**config.mk**
```make
export PLATFORM = sky130hd
export DESIGN_NAME = mem_port_arbiter
export DESIGN_NICKNAME = d
export VERILOG_FILES = /design/src/rtl/mem_port_arbiter_pkg.sv /design/src/rtl/mem_wait_timer.sv /design/src/rtl/mem_port_arbiter.sv
export SDC_FILE = /design/constraint.sdc
export NUM_CORES = 1
export LEC_CHECK = 0
export ABC_AREA = 0
export CAP_MARGIN = 20
export CORE_ASPECT_RATIO = 0.75
export CORE_MARGIN = 2
export CORE_UTILIZATION = 37
export DETAILED_ROUTE_END_ITERATION = 7
export HOLD_SLACK_MARGIN = 0.05
export PLACE_DENSITY = 0.76
export SLEW_MARGIN = 20
export SYNTH_ARGS = -nofsm -noshare
export SYNTH_HDL_FRONTEND = slang
export SYNTH_SLANG_ARGS = --single-unit
```
**constraint.sdc**
```tcl
create_clock -name clk -period 1.9 [get_ports clk]
set_input_delay 0.38 -clock clk [delete_from_list [all_inputs] [get_ports clk]]
set_output_delay 0.38 -clock clk [all_outputs]
set_load 0.02 [all_outputs]
```
**src/rtl/mem_port_arbiter_pkg.sv**
```systemverilog
// Shared types and defaults for the IF/MEM unified-memory port arbiter.
package mem_port_arbiter_pkg;

    localparam int unsigned ADDR_W_DEF = 32;
    localparam int unsigned DATA_W_DEF = 32;

    typedef enum logic [1:0] {
        IDLE  = 2'd0,
        FETCH = 2'd1,
        DATA  = 2'd2
    } arb_state_t;

    // Which stage owns a grant.
    typedef enum logic {
        OWN_IF = 1'b0,
        OWN_DM = 1'b1
    } owner_t;

    function automatic arb_state_t owner_state(input owner_t owner);
        return (owner == OWN_DM) ? DATA : FETCH;
    endfunction

endpackage

```
**src/rtl/mem_wait_timer.sv**
```systemverilog
// Wait-state counter for an outstanding memory access; flags the abort edge.
module mem_wait_timer #(
    parameter int unsigned MAX_WAIT = 15
) (
    input  logic clk,
    input  logic rst,
    input  logic i_clear,
    input  logic i_count,
    output logic o_timeout_c
);

    localparam int unsigned CNT_W = 8;

    logic [CNT_W-1:0] r_wait_cnt;

    // The abort happens on the edge that would bring the count to MAX_WAIT.
    assign o_timeout_c = i_count && (r_wait_cnt == CNT_W'(MAX_WAIT - 1));

    always_ff @(posedge clk or negedge rst) begin
        if (!rst) begin
            r_wait_cnt <= '0;
        end else if (i_clear) begin
            r_wait_cnt <= '0;
        end else if (i_count) begin
            r_wait_cnt <= r_wait_cnt + CNT_W'(1);
        end
    end

endmodule

```
**src/rtl/mem_port_arbiter.sv**
```systemverilog
// Arbitrates the single-ported unified memory between fetch and load/store,
// with a fetch starvation guard and a wait-state timeout.
module mem_port_arbiter
    import mem_port_arbiter_pkg::*;
#(
    parameter int unsigned ADDR_W     = ADDR_W_DEF,
    parameter int unsigned DATA_W     = DATA_W_DEF,
    parameter int unsigned MAX_WAIT   = 15,
    parameter int unsigned STARVE_LIM = 4
) (
    input  logic              clk,
    input  logic              rst,
    input  logic              if_req,
    input  logic [ADDR_W-1:0] if_addr,
    output logic [DATA_W-1:0] if_rdata,
    output logic              if_valid,
    input  logic              dm_read,
    input  logic              dm_write,
    input  logic [ADDR_W-1:0] dm_addr,
    input  logic [DATA_W-1:0] dm_wdata,
    output logic [DATA_W-1:0] dm_rdata,
    output logic              dm_valid,
    output logic              mem_req,
    output logic              mem_we,
    output logic [ADDR_W-1:0] mem_addr,
    output logic [DATA_W-1:0] mem_wdata,
    input  logic [DATA_W-1:0] mem_rdata,
    input  logic              mem_ready,
    output logic              stall_if,
    output logic              stall_mem,
    output logic              bus_err
);

    localparam int unsigned SC_W = $clog2(STARVE_LIM + 1);

    arb_state_t      r_state;
    logic [SC_W-1:0] r_starve_cnt;

    logic   w_dm_req;
    logic   w_fetch_forced;
    logic   w_grant;
    owner_t w_owner;
    logic   w_busy;
    logic   w_done;
    logic   w_wait;
    logic   w_timeout;

    assign stall_if  = if_req & ~if_valid;
    assign stall_mem = (dm_read | dm_write) & ~dm_valid;

    // Grant decode: data wins unless fetch has been starved STARVE_LIM times.
    always_comb begin
        w_dm_req       = dm_read | dm_write;
        w_fetch_forced = if_req && (r_starve_cnt == SC_W'(STARVE_LIM));
        w_grant        = (r_state == IDLE) && (w_dm_req || if_req);
        w_owner        = (w_dm_req && !w_fetch_forced) ? OWN_DM : OWN_IF;
        w_busy         = (r_state != IDLE);
        w_done         = w_busy && mem_ready;
        w_wait         = w_busy && !mem_ready;
    end

    mem_wait_timer #(
        .MAX_WAIT (MAX_WAIT)
    ) u_wait_timer (
        .clk         (clk),
        .rst         (rst),
        .i_clear     (w_grant),
        .i_count     (w_wait),
        .o_timeout_c (w_timeout)
    );

    always_ff @(posedge clk or negedge rst) begin
        if (!rst) begin
            r_state      <= IDLE;
            r_starve_cnt <= '0;
            mem_req      <= 1'b0;
            mem_we       <= 1'b0;
            mem_addr     <= '0;
            mem_wdata    <= '0;
            if_rdata     <= '0;
            dm_rdata     <= '0;
            if_valid     <= 1'b0;
            dm_valid     <= 1'b0;
            bus_err      <= 1'b0;
        end else begin
            if_valid <= 1'b0;
            dm_valid <= 1'b0;
            bus_err  <= 1'b0;
            case (r_state)
                IDLE: begin
                    if (w_grant) begin
                        mem_req <= 1'b1;
                        r_state <= owner_state(w_owner);
                        if (w_owner == OWN_DM) begin
                            mem_addr  <= dm_addr;
                            mem_we    <= dm_write;
                            mem_wdata <= dm_wdata;
                            if (if_req && (r_starve_cnt < SC_W'(STARVE_LIM))) begin
                                r_starve_cnt <= r_starve_cnt + SC_W'(1);
                            end
                        end else begin
                            mem_addr     <= if_addr;
                            mem_we       <= 1'b0;
                            mem_wdata    <= '0;
                            r_starve_cnt <= '0;
                        end
                    end
                end
                FETCH, DATA: begin
                    if (w_done || w_timeout) begin
                        mem_req <= 1'b0;
                        mem_we  <= 1'b0;
                        r_state <= IDLE;
                        bus_err <= w_timeout && !w_done;
                        if (r_state == FETCH) begin
                            if_valid <= 1'b1;
                            if_rdata <= w_done ? mem_rdata : '0;
                        end else begin
                            dm_valid <= 1'b1;
                            // A completed store leaves the last load data intact.
                            if (!w_done) begin
                                dm_rdata <= '0;
                            end else if (!mem_we) begin
                                dm_rdata <= mem_rdata;
                            end
                        end
                    end
                end
                default: begin
                    r_state <= IDLE;
                    mem_req <= 1'b0;
                end
            endcase
        end
    end

endmodule
```
==> out/results.tsv <==
metric	value	unit
max cap viols	0	
Die X	149	µm
CP Launch Type	flop	
reg-to-reg slack, setup	-0.08	ns
CTS tree	done	
DRT Wirelength	18900	µm
critical-path cell list	inv_2 -> ha_4 -> or4_4 -> o21bai_4 -> buf_6 -> nand2_8 -> a22o_2	
Syn Nets	575	
worst hold margin	0.358	ns
Setup CP Type	reg2reg	
asr flop ratio synth	100	%
status	finished, violations left	
core area	15300	µm²
hold depth	3	
commonest cells in the synthesized netlist	146 x dfrtp_1, 95 x a22o_1, 39 x inv_1	
Synth Instances	435	
initial antenna violation count	0	
worst-case clock buffer depth	2	
CTS buffer count	17	
Hold Path Class	in2reg	
IO buf count	268	
Max VDD drop	0.973	mV
CP Data Required Time	2.21	ns
share of layout cells above drive strength 1	12.8	%
Avg Inst Size Synth	13.3	µm²
Layout area overhead	67.6	%
RSZ-0062 raised after global routing	yes	
Initial Util	38.0	%
CTS H-tree lvls	4	
Worst-path clk slew	0.06	ns
relative slew slack	43.0	%
worst-margin pin slew	0.854	ns
crit-path max cell delay	0.54	ns
Root Driver	clkbuf_16	
ANT cells	0	
fin util	63.7	%
clk_lat worst skew	0.42	ns
Vias/cell	5.20	
Wirelength per Cell	20.0	µm
hold path endpoint	r_starve_cnt[2]	
ANT nets after route	0	
Setup crit start	r_state[1]	
Worst EP arrival	2.29	ns
Power Dens Cells	1830	nW/µm²
Final Skew	0.0133	ns
slowest cell on the critical path	or4_4	
clock sinks	146	
first-pass GRT wire length	28700	µm
Total Routing Usage GR	22.2	%
top_reg_cell synth	dfrtp_1	
max frequency	505	MHz
Synth top area share	63.0	%
Crit Path Max Fanout	5	
I/O Pins	269	
reg2reg start	r_state[1]	
count leader, synth	dfrtp_1	
initial DRC count	282	
RePlAce Congestion	0.827	
final hold violations	0	
Die ar.	16700	µm²
Detailed Routing Iterations Pass 1	5	
post-DP HPWL	12500	µm
Nets	871	
vias	4928	
Post-route DRC	0	
Final Cycle Share	104	%
vias in the first global route	5227	
min Tclk post-route	1.98	ns
Rows	39	
synth warn	0	
Yosys reg bits	146	
Synth cell types	40	
endpoints failing setup	32	
pin count of the biggest net entering global routing	55	
sequential share of the synthesized area	63.0	%
Cell Area, Synth	5800	µm²
grt ovf	0	
Die Y	112	µm
setup ws final	-0.0806	ns
ranking of synthesized cells by area	dfrtp_1 63%, a22o_1 14%, a222oi_1 5.5%, inv_1 2.5%, buf_6 2.3%	
Worst R2R Path Depth	7	
r2r endpoint	if_rdata[23]	
dominant cell type by area after synthesis	dfrtp_1	
Lkg Pwr	0.00434	µW
Post-synth EDFFs	0	
CP endpoint kind	flop	
failing checks	negative setup slack	
max-slew violations	0	
Hold Path Origin	if_req	
==> critical path, delay by kind of cell, from the launching register on <==
kind	cells	cell delay [ns]
simple gates	2	0.63
compound gates	2	0.47
flops	1	0.36
buf+inv	2	0.24
fa+ha+maj	1	0.16
==> per-stage QoR <==
step | instances | TNS, ns | instance area (µm²) | worst slack (ns) | power [µW]
floorplan | 435 | 0 | 5800 | 0.0506 | 9690
detailed placement | 906 | -28.66 | 8870 | -0.451 | 13800
global placement | 906 | -24.25 | 8870 | -0.375 | 13500
global route | 948 | -3.61 | 9730 | -0.139 | 18700
CTS | 944 | -0.127 | 9630 | -0.0460 | 17800
finish | 948 | -1.11 | 9730 | -0.0806 | 17800
==> timing repair <==
action                                 CTS  global route
endpoints found under the hold margin   50             0
setup endpoints to repair               39            89
resized for setup                       10            12
cloned                                   3             2
pin swaps                               26            12
hold buffers                             1             0
buffers inserted                         3             2
==> cell usage in the layout (no fill, tap or decap), drive strengths merged, types with 3 or more instances in the layout <==
| cell type | instances |
|---|---|
| ha | 6 |
| nor2 | 11 |
| clkinv | 5 |
| inv | 41 |
| bufinv | 5 |
| xnor2 | 3 |
| dfrtp | 146 |
| nand3 | 4 |
| a22o | 98 |
| clkbuf | 20 |
| or3 | 3 |
| clkdlybuf4s50 | 264 |
| nor3 | 3 |
| nand2 | 14 |
| a21oi | 5 |
| buf | 38 |
| a222oi | 32 |
| nor2b | 5 |
| o21ai | 11 |
==> final cells by class <==
cell class	count	area, µm²
inverter	39	146
clock buffer	18	429
tap	205	256
clock inverter	13	208
fill	1173	5550
multi-input combinational	220	1900
sequential	146	3650
timing repair buffer	307	3130
==> registers in the layout (all words and copies together), names as in the netlist, 2 cells and up <==
name / flops
dm_rdata: 32
if_rdata: 32
mem_addr: 32
mem_wdata: 32
r_starve_cnt: 3
r_state: 2
u_wait_timer.r_wait_cnt: 8
==> routing by layer <==
layer | track usage (%) | wire, µm
met4 | 6.98 | 310
met1 | 27.5 | 7870
met2 | 36.4 | 8950
met3 | 8.29 | 1790
met5 | 0 | 0
==> report_power, final <==
| group | leakage [µW] | switching, µW | internal (µW) |
|---|---|---|---|
| clock network | 0.000311 | 1300 | 2330 |
| logic | 0.00219 | 4300 | 4480 |
| registers | 0.00184 | 891 | 4540 |
| total | 0.00434 | 6490 | 11300 |
==> kinds of logic after synthesis <==
kind of cell             after synthesis  synth area share, %
adder cells (fa/ha/maj)                6                 1.29
buffers and inverters                 73                 6.62
flip-flops                           146                 63.0
AND/OR/NAND/NOR                       52                 5.26
AO/OA/AOI/OAI                        152                 22.9
XOR/XNOR                               5                0.755
multiplexers                           1                0.194
==> how the worst max path moves through the flow <==
stage | to | slack, ns
detailed placement | mem_wdata[9] | -0.45
global route | if_rdata[23] | -0.14
floorplan | if_rdata[0] | 0.05
global placement | mem_wdata[3] | -0.37
CTS | u_wait_timer.r_wait_cnt[7] | -0.05
finish | if_rdata[23] | -0.08
Note: power is estimated with default switching activity, not from simulation.
